<file path="config.mk">
export PLATFORM = sky130hd
export DESIGN_NAME = pipelined_simple_dual_port_ram
export DESIGN_NICKNAME = d
export VERILOG_FILES = /design/src/rtl/pipelined_simple_dual_port_ram_pkg.sv /design/src/rtl/pipelined_simple_dual_port_ram_valid_data_pipeline.sv /design/src/rtl/pipelined_simple_dual_port_ram.sv
export SDC_FILE = /design/constraint.sdc
export NUM_CORES = 1
export LEC_CHECK = 0
export CAP_MARGIN = 30
export CORE_MARGIN = 3
export CORE_UTILIZATION = 51
export CTS_BUF_LIST = sky130_fd_sc_hd__clkbuf_4
export CTS_CLUSTER_SIZE = 20
export DETAILED_ROUTE_END_ITERATION = 10
export PLACE_DENSITY = 0.82
export SLEW_MARGIN = 5
export SYNTH_ARGS = -nofsm -noshare
export SYNTH_HDL_FRONTEND = slang
export SYNTH_SLANG_ARGS = --single-unit
</file>
<file path="constraint.sdc">
create_clock -name clock -period 5.45 [get_ports clock]
set_input_delay 1.09 -clock clock [delete_from_list [all_inputs] [get_ports clock]]
set_output_delay 1.09 -clock clock [all_outputs]
set_load 0.05 [all_outputs]
</file>
<file path="src/rtl/pipelined_simple_dual_port_ram_pkg.sv">
// Shared constants and helpers for the pipelined simple dual-port RAM.
// Covers the collision-policy encodings, the legal read-latency bound and parameter derivations.
package pipelined_simple_dual_port_ram_pkg;

  localparam int unsigned POLICY_READ_FIRST  = 0;
  localparam int unsigned POLICY_WRITE_FIRST = 1;
  localparam int unsigned MAX_READ_LATENCY   = 4;

  // Address width for a given depth; never narrower than one bit.
  function automatic int unsigned clog2_min1(input int unsigned n);
    int unsigned r;
    r = (n < 2) ? 1 : $clog2(n);
    return r;
  endfunction

  function automatic int unsigned sections(input int unsigned width, input int unsigned section_width);
    return width / section_width;
  endfunction

endpackage

</file>
<file path="src/rtl/pipelined_simple_dual_port_ram_valid_data_pipeline.sv">
// Chain of valid-qualified data registers; data stages load only when their incoming valid is set.
module valid_data_pipeline #(
  parameter int unsigned WIDTH  = 8,
  parameter int unsigned STAGES = 1
) (
  input  logic             clock,
  input  logic             reset,
  input  logic             i_valid,
  input  logic [WIDTH-1:0] i_data,
  output logic             o_valid,
  output logic [WIDTH-1:0] o_data
);

  if (STAGES == 0) begin : g_bypass
    assign o_valid = i_valid;
    assign o_data  = i_data;
  end else begin : g_stages
    logic             r_valid [STAGES];
    logic [WIDTH-1:0] r_data  [STAGES];

    always_ff @(posedge clock) begin
      if (reset) begin
        for (int i = 0; i < STAGES; i++) begin
          r_valid[i] <= 1'b0;
          r_data[i]  <= '0;
        end
      end else begin
        r_valid[0] <= i_valid;
        if (i_valid) r_data[0] <= i_data;
        for (int i = 1; i < STAGES; i++) begin
          r_valid[i] <= r_valid[i-1];
          if (r_valid[i-1]) r_data[i] <= r_data[i-1];
        end
      end
    end

    assign o_valid = r_valid[STAGES-1];
    assign o_data  = r_data[STAGES-1];
  end

endmodule

</file>
<file path="src/rtl/pipelined_simple_dual_port_ram.sv">
// Single-clock simple dual-port RAM with sectioned write mask, selectable collision policy
// and a valid-qualified read pipeline of READ_LATENCY register stages.
module pipelined_simple_dual_port_ram
  import pipelined_simple_dual_port_ram_pkg::*;
#(
  parameter int unsigned WIDTH         = 8,
  parameter int unsigned DEPTH         = 16,
  parameter int unsigned ADDRESS_WIDTH = clog2_min1(DEPTH),
  parameter int unsigned SECTION_WIDTH = 8,
  parameter int unsigned READ_LATENCY  = 1,
  parameter int unsigned WRITE_FIRST   = POLICY_READ_FIRST
) (
  input  logic                                        clock,
  input  logic                                        reset,
  input  logic                                        write_enable,
  input  logic [ADDRESS_WIDTH-1:0]                    write_address,
  input  logic [sections(WIDTH, SECTION_WIDTH)-1:0]   write_mask,
  input  logic [WIDTH-1:0]                            write_data,
  input  logic                                        read_enable,
  input  logic [ADDRESS_WIDTH-1:0]                    read_address,
  output logic                                        read_valid,
  output logic [WIDTH-1:0]                            read_data
);

  localparam int unsigned SECTIONS   = sections(WIDTH, SECTION_WIDTH);
  localparam bit          FULL_DEPTH = (DEPTH == (32'd1 << ADDRESS_WIDTH));

  if ((WIDTH % SECTION_WIDTH) != 0) begin : g_bad_section
    $fatal(1, "WIDTH must be a multiple of SECTION_WIDTH");
  end
  if ((READ_LATENCY < 1) || (READ_LATENCY > MAX_READ_LATENCY)) begin : g_bad_latency
    $fatal(1, "READ_LATENCY must be in 1..4");
  end

  logic             w_wr_in_range;
  logic             w_rd_in_range;
  logic             w_collision;
  logic [WIDTH-1:0] w_old_word;
  logic [WIDTH-1:0] w_merged_word;
  logic [WIDTH-1:0] w_read_word;
  logic             r_rd_valid;
  logic [WIDTH-1:0] r_rd_data;
  logic [WIDTH-1:0] r_mem [DEPTH];

  // Addresses past the last word exist only when DEPTH is not a power of two.
  if (FULL_DEPTH) begin : g_full_range
    assign w_wr_in_range = 1'b1;
    assign w_rd_in_range = 1'b1;
  end else begin : g_partial_range
    localparam logic [ADDRESS_WIDTH-1:0] LAST_ADDR = ADDRESS_WIDTH'(DEPTH - 1);
    assign w_wr_in_range = (write_address <= LAST_ADDR);
    assign w_rd_in_range = (read_address <= LAST_ADDR);
  end

  always_ff @(posedge clock) begin : p_write
    if (!reset && write_enable && w_wr_in_range) begin
      for (int s = 0; s < SECTIONS; s++) begin
        if (write_mask[s]) begin
          r_mem[write_address][s*SECTION_WIDTH +: SECTION_WIDTH] <=
            write_data[s*SECTION_WIDTH +: SECTION_WIDTH];
        end
      end
    end
  end

  // Word presented to the first read register, including the write-first merge.
  always_comb begin : p_read_word
    w_old_word    = '0;
    w_merged_word = '0;
    w_read_word   = '0;
    w_collision   = 1'b0;
    if (w_rd_in_range) w_old_word = r_mem[read_address];
    w_merged_word = w_old_word;
    for (int s = 0; s < SECTIONS; s++) begin
      if (write_mask[s]) begin
        w_merged_word[s*SECTION_WIDTH +: SECTION_WIDTH] = write_data[s*SECTION_WIDTH +: SECTION_WIDTH];
      end
    end
    w_collision = write_enable && w_wr_in_range && (write_address == read_address);
    w_read_word = w_old_word;
    if ((WRITE_FIRST == POLICY_WRITE_FIRST) && w_collision) w_read_word = w_merged_word;
  end

  always_ff @(posedge clock) begin : p_read_stage
    if (reset) begin
      r_rd_valid <= 1'b0;
      r_rd_data  <= '0;
    end else begin
      r_rd_valid <= read_enable;
      if (read_enable) r_rd_data <= w_read_word;
    end
  end

  if (READ_LATENCY == 1) begin : g_no_pipe
    assign read_valid = r_rd_valid;
    assign read_data  = r_rd_data;
  end else begin : g_pipe
    valid_data_pipeline #(
      .WIDTH  (WIDTH),
      .STAGES (READ_LATENCY - 1)
    ) u_pipe (
      .clock   (clock),
      .reset   (reset),
      .i_valid (r_rd_valid),
      .i_data  (r_rd_data),
      .o_valid (read_valid),
      .o_data  (read_data)
    );
  end

endmodule

</file>
==> flow_summary.yaml, run 1 <==
status:
  status: "finished, final reports clean"
grt:
  grt_pass1_wl_mm: 16.5
  grt_usage_pct: 19.6
  antenna_found_initial: 0
  grt_max_degree: 49
  gr-total-overflow: 0
  grt_pass1_vias: 2916
die:
  placementRows: 36
  start_util_pct: 53.7
  dieArea_mm2: 0.0118
  core_area_mm2: 0.0100
  die_x_um: 109
  die_y_um: 109
  top_level_ports: 30
worst_setup_path:
  cp_num_buf_inv: 1
  crit_required_ns: 4.36
  r2r_slack_ns: 4.32
  worstSetupPathType: "reg -> out"
  crit_arrival_ns: 1.73
  critPathMaxFanout: 2
  critPathSlowestCell: "clkdlybuf4s50_1"
  cp_cell_sequence: "clkdlybuf4s50_1"
  crit_path_end_kind: "primary output"
  slowest_delay_ns: 0.82
  cp_top_family: "buffers and inverters"
  startpoint_type: "flop"
logic_synthesis:
  synth_top_family_by_area: "multiplexers"
  synth.distinct_cells: 22
  synth_xor_area_share_pct: 0
  yosys.area_share.adder_pct: 0
  yosysWarnings: 0
  synth_fp_nets: 344
  synth_simple_gate_area_share_pct: 6.38
  synth_largest_area_cell: "edfxtp_1"
  async_flop_share_pct: 0
  yosys_most_used_dff: "edfxtp_1"
  synth_edf_count: 128
  ys_seq_area_share_pct: 74.6
  synth.most_common_cell: "edfxtp_1"
  synth_commonest_cells: "128 x edfxtp_1, 64 x mux2i_1, 25 x nand3_1, 24 x a22oi_1, 19 x nand2_1"
  ys_ff_latch: 137
  synthMuxAreaShare_pct: 11.9
  syn_area_per_cell_um2: 16.7
  synth-compound-area-share_pct: 4.08
  synth.area.top_cells: "edfxtp_1 71%, mux2i_1 12%, dfxtp_1 3.3%"
  netlist.area_leader.share_pct: 71.3
  synthCells: 323
  synth.cell_area_mm2: 0.00539
cts:
  post-cts-setup-buffer-count: 0
  insertion_delay_ns: 0.52
  ctsHoldBuffers: 0
  htree_levels: 4
  path_clk_slew_ns: 0.12
  clockBufferDepth: 2
  tritoncts: "yes"
  clock_sinks: 137
  ctsResizeCount: 0
  numCtsBuffers: 17
  root_buffer: "clkbuf_4"
power:
  swShare_pct: 22.0
  p_leak_nw: 2.12
  intPower_mw: 1.63
  comb_power_share_pct: 6.6
  vdd_drop_max_v: 0.000137
  power_frac_seq_pct: 55.8
  clkPwrFrac_pct: 37.6
  p_switching_mw: 0.458
  power.density_cell_area_mw_per_mm2: 341
timing:
  hold_viol: 0
  whs_ns: 0.472
  drv_slew: 0
  setup_ws_ns: 2.63
  skew_ns: 0.0232
  finalCritPeriodShare_pct: 51.7
  setup_viol: 0
  maxSlewHeadroom_pct: 40.1
  setup_tns_ns: 0
  worst_slew_pin_slew_ns: 0.895
  min_period_ns: 2.82
  rsz0062_at_grt: "false"
  fmax_mhz: 355
routing:
  drc: 0
  wl_per_cell_um: 21.4
  antenna_left: 0
  vias: 3010
  drt-pass1-iter-count: 6
  drt-total-wl_mm: 10.9
  via_per_inst: 5.91
  drtIter0Drc: 289
placement:
  placed_cells: 474
  portBuffers: 29
  place_congestion: 0.781
  dp.final_hpwl_mm: 6.78
  dp_slack_ns: 1.99
finish:
  syn_to_final_growth_pct: 13.4
  final_nets: 384
  final_cells: 509
  layout-drive-gt1-share_pct: 10.6
  antenna_cells: 0
job:
  drv_cap: 0
worst_hold_path:
  hold_path.class: "reg -> reg"
-- cell families (layout without fill, tap and decap cells) --
family	count (synthesis)	after routing
compound gates	32	32
buf+inv	16	69
flops	137	137
mux	64	64
simple gates	74	74
-- power by group through the flow --
stage               Sequential [mW]  Combinational (mW)  Clock, mW
floorplan                      1.21              0.0633          0
global placement               1.19               0.132          0
detailed placement             1.19               0.137          0
CTS                            1.16               0.138      0.792
global route                   1.17               0.147      0.837
finish                         1.16               0.138      0.784
-- cell usage in the layout (no fill, tap or decap) --
master,n
inv_1,1
nand3b_1,2
clkdlybuf4s50_1,28
clkinv_4,3
nand3_1,25
inv_6,2
edfxtp_1,128
clkinv_1,1
buf_4,4
buf_2,1
nand2_1,19
nand2b_1,2
nor2_1,15
nor2_2,1
clkinvlp_4,3
clkbuf_4,20
and2_1,1
buf_16,1
dfxtp_1,9
a21oi_1,8
a22oi_1,24
nor3_1,4
or3_1,1
bufinv_16,5
mux2i_1,64
nor2b_1,4
-- metal layers --
layer  vias to the layer above  part of all wire (%)  global-route usage (%)
met5                         -                     0                       0
met4                         0                   1.9                    6.49
met3                        18                   9.0                    4.74
met2                       171                    48                    30.1
met1                      1478                    41                    27.8
li1                       1343                     -                       -
-- sequential cells by signal, summed over array words and instances, names as in the netlist --
name	cells
r_mem	128
read_valid	1
read_data	8
-- worst paths after layout --
kind / start / to / depth (start not counted)
hold / removal: read_data[0] / read_data[0] / 2
setup reg to reg: r_mem[15][5] / read_data[5] / 4
hold reg to reg: read_data[0] / read_data[0] / 2
setup / recovery: read_data[5] / read_data[5] / 1
-- metrics by stage --
stage	utilization [%]	power [mW]	instance area [um^2]
2_1_floorplan	-	1.27	5390
3_3_place_gp	56.8	1.32	5700
3_5_place_dp	57.1	1.33	5740
4_1_cts	60.7	2.09	6090
5_1_grt	60.8	2.15	6110
6_report	60.8	2.09	6110
-- final cells by class --
cell class / count / area, um^2
flip-flops and latches: 137 / 4020
fillers: 707 / 3930
multi-input cells: 170 / 1200
repair buffers: 36 / 358
clock inverters: 14 / 220
well taps: 133 / 166
clock buffers: 18 / 135
inverters: 1 / 3.75
Note: power is estimated with default switching activity, not from simulation.
==> inputs of run 2 (changes only) <==
--- a/config.mk
+++ b/config.mk
@@ -11,7 +11,7 @@
 export CTS_BUF_LIST = sky130_fd_sc_hd__clkbuf_4
 export CTS_CLUSTER_SIZE = 20
 export DETAILED_ROUTE_END_ITERATION = 10
-export PLACE_DENSITY = 0.82
+export PLACE_DENSITY = 0.84
 export SLEW_MARGIN = 5
 export SYNTH_ARGS = -nofsm -noshare
 export SYNTH_HDL_FRONTEND = slang
==> constraint.sdc (replaced) <==
create_clock -name clock -period 2.3 [get_ports clock]
set_input_delay 0.46 -clock clock [delete_from_list [all_inputs] [get_ports clock]]
set_output_delay 0.46 -clock clock [all_outputs]
set_load 0.05 [all_outputs]
==> flow_summary.yaml, run 2 (same netlist as run 1, synthesis figures left out) <==
status:
  status: "finished, final reports clean"
placement:
  dp_slack_ns: 0.0405
  portBuffers: 29
  dp.final_hpwl_mm: 7.24
  place_congestion: 0.853
power:
  swShare_pct: 23.6
  power_frac_seq_pct: 59.7
  intPower_mw: 3.53
  power.total_mw: 4.62
  clkPwrFrac_pct: 33.1
  comb_power_share_pct: 7.2
  vdd_drop_max_v: 0.000458
  p_leak_nw: 2.17
  power.density_cell_area_mw_per_mm2: 753
  p_switching_mw: 1.09
timing:
  skew_ns: 0.0216
  min_period_ns: 2.18
  setup_tns_ns: 0
  rsz0062_at_grt: "false"
  hold_viol: 0
  finalCritPeriodShare_pct: 94.7
  setup_ws_ns: 0.122
  drv_slew: 0
  setup_viol: 0
  maxSlewHeadroom_pct: 47.4
  worst_slew_pin_slew_ns: 0.788
  fmax_mhz: 459
die:
  core_area_mm2: 0.0100
  placementRows: 36
  die_y_um: 109
  top_level_ports: 30
  start_util_pct: 53.7
  dieArea_mm2: 0.0118
  die_x_um: 109
job:
  drv_cap: 0
finish:
  antenna_cells: 0
  syn_to_final_growth_pct: 14.0
  layout_common_cells: "128 x edfxtp_1, 64 x mux2i_1, 28 x clkdlybuf4s50_1"
  layout-drive-gt1-share_pct: 14.1
  largest_reg_flops: 128
  final_nets: 399
  largest_register: "r_mem"
  final_common_cell: "edfxtp_1"
grt:
  grt_max_degree: 42
  gr-total-overflow: 0
  grt_pass1_vias: 2998
  antenna_found_initial: 0
  grt_usage_pct: 20.0
  grt_pass1_wl_mm: 16.8
worst_setup_path:
  cp_cell_sequence: "clkdlybuf4s50_1"
  startpoint_type: "flop"
  crit_required_ns: 1.84
  slowest_delay_ns: 0.83
  cp_top_family: "buffers and inverters"
  worstSetupPathType: "reg -> out"
  critPathMaxFanout: 2
  crit_arrival_ns: 1.72
  cp_num_buf_inv: 1
  critPathSlowestCell: "clkdlybuf4s50_1"
  crit_path_end_kind: "primary output"
cts:
  post-cts-setup-buffer-count: 0
  htree_levels: 4
  tritoncts: "yes"
  ctsHoldBuffers: 0
  ctsResizeCount: 0
  clockBufferDepth: 2
  numCtsBuffers: 17
  root_buffer: "clkbuf_4"
  insertion_delay_ns: 0.52
  clock_sinks: 137
  path_clk_slew_ns: 0.12
routing:
  vias: 3018
  drc: 0
  antenna_left: 0
  drtIter0Drc: 329
  via_per_inst: 5.76
  drt-pass1-iter-count: 5
  wl_per_cell_um: 21.4
  drt-total-wl_mm: 11.2
worst_hold_path:
  hold_path.class: "reg -> reg"
## run 2: cell types whose count changed in the layout (fill, tap and decap cells not counted), moves of 2 or more
cell / before / now
clkinv_2: 0 / 3
clkinv_4: 3 / 1
inv_6: 2 / 4
bufinv_16: 5 / 2
clkbuf_4: 20 / 18
buf_4: 4 / 22
## run 2: final cells by class
type	count	area (um^2)
multi-input cells	170	1200
repair buffers	51	465
clock buffers	18	135
inverters	1	3.75
flip-flops and latches	137	4020
clock inverters	14	145
fillers	699	3900
well taps	133	166
## run 2: power by group through the flow
| stage | registers, mW | logic (mW) | clock network [mW] |
|---|---|---|---|
| after floorplan | 2.86 | 0.150 | 0 |
| after global placement | 2.81 | 0.320 | 0 |
| final | 2.76 | 0.333 | 1.53 |
| after global routing | 2.76 | 0.350 | 1.66 |
| after detailed placement | 2.82 | 0.330 | 0 |
| after CTS | 2.76 | 0.332 | 1.55 |
## run 2: metal layers
layer,part of all wire [%],vias up,track usage (%)
met3,6.0,19,3.79
met4,1.7,0,7.84
met2,51,130,32.1
met5,0,-,0
li1,-,1366,-
met1,42,1503,27.1
## run 2: final timing paths
| check | from | to | slack (ns) | cells after the start |
|---|---|---|---|---|
| max | read_data[0] | read_data[0] | 0.12 | 1 |
| min | read_data[6] | read_data[6] | 0.47 | 2 |
| max reg2reg | r_mem[5][2] | read_data[2] | 1.24 | 4 |
| min reg2reg | read_data[6] | read_data[6] | 0.47 | 2 |
## run 2: metrics by stage
step                instance area [um^2]  utilization (%)  hold slack (ns)  std cells
finish                              6140             61.2            0.473        524
global route                        6140             61.2            0.482        524
CTS                                 6140             61.2            0.472        524
detailed placement                  5860             58.4            0.445        492
global placement                    5860             58.4            0.434        492
floorplan                           5390                -            0.539        323
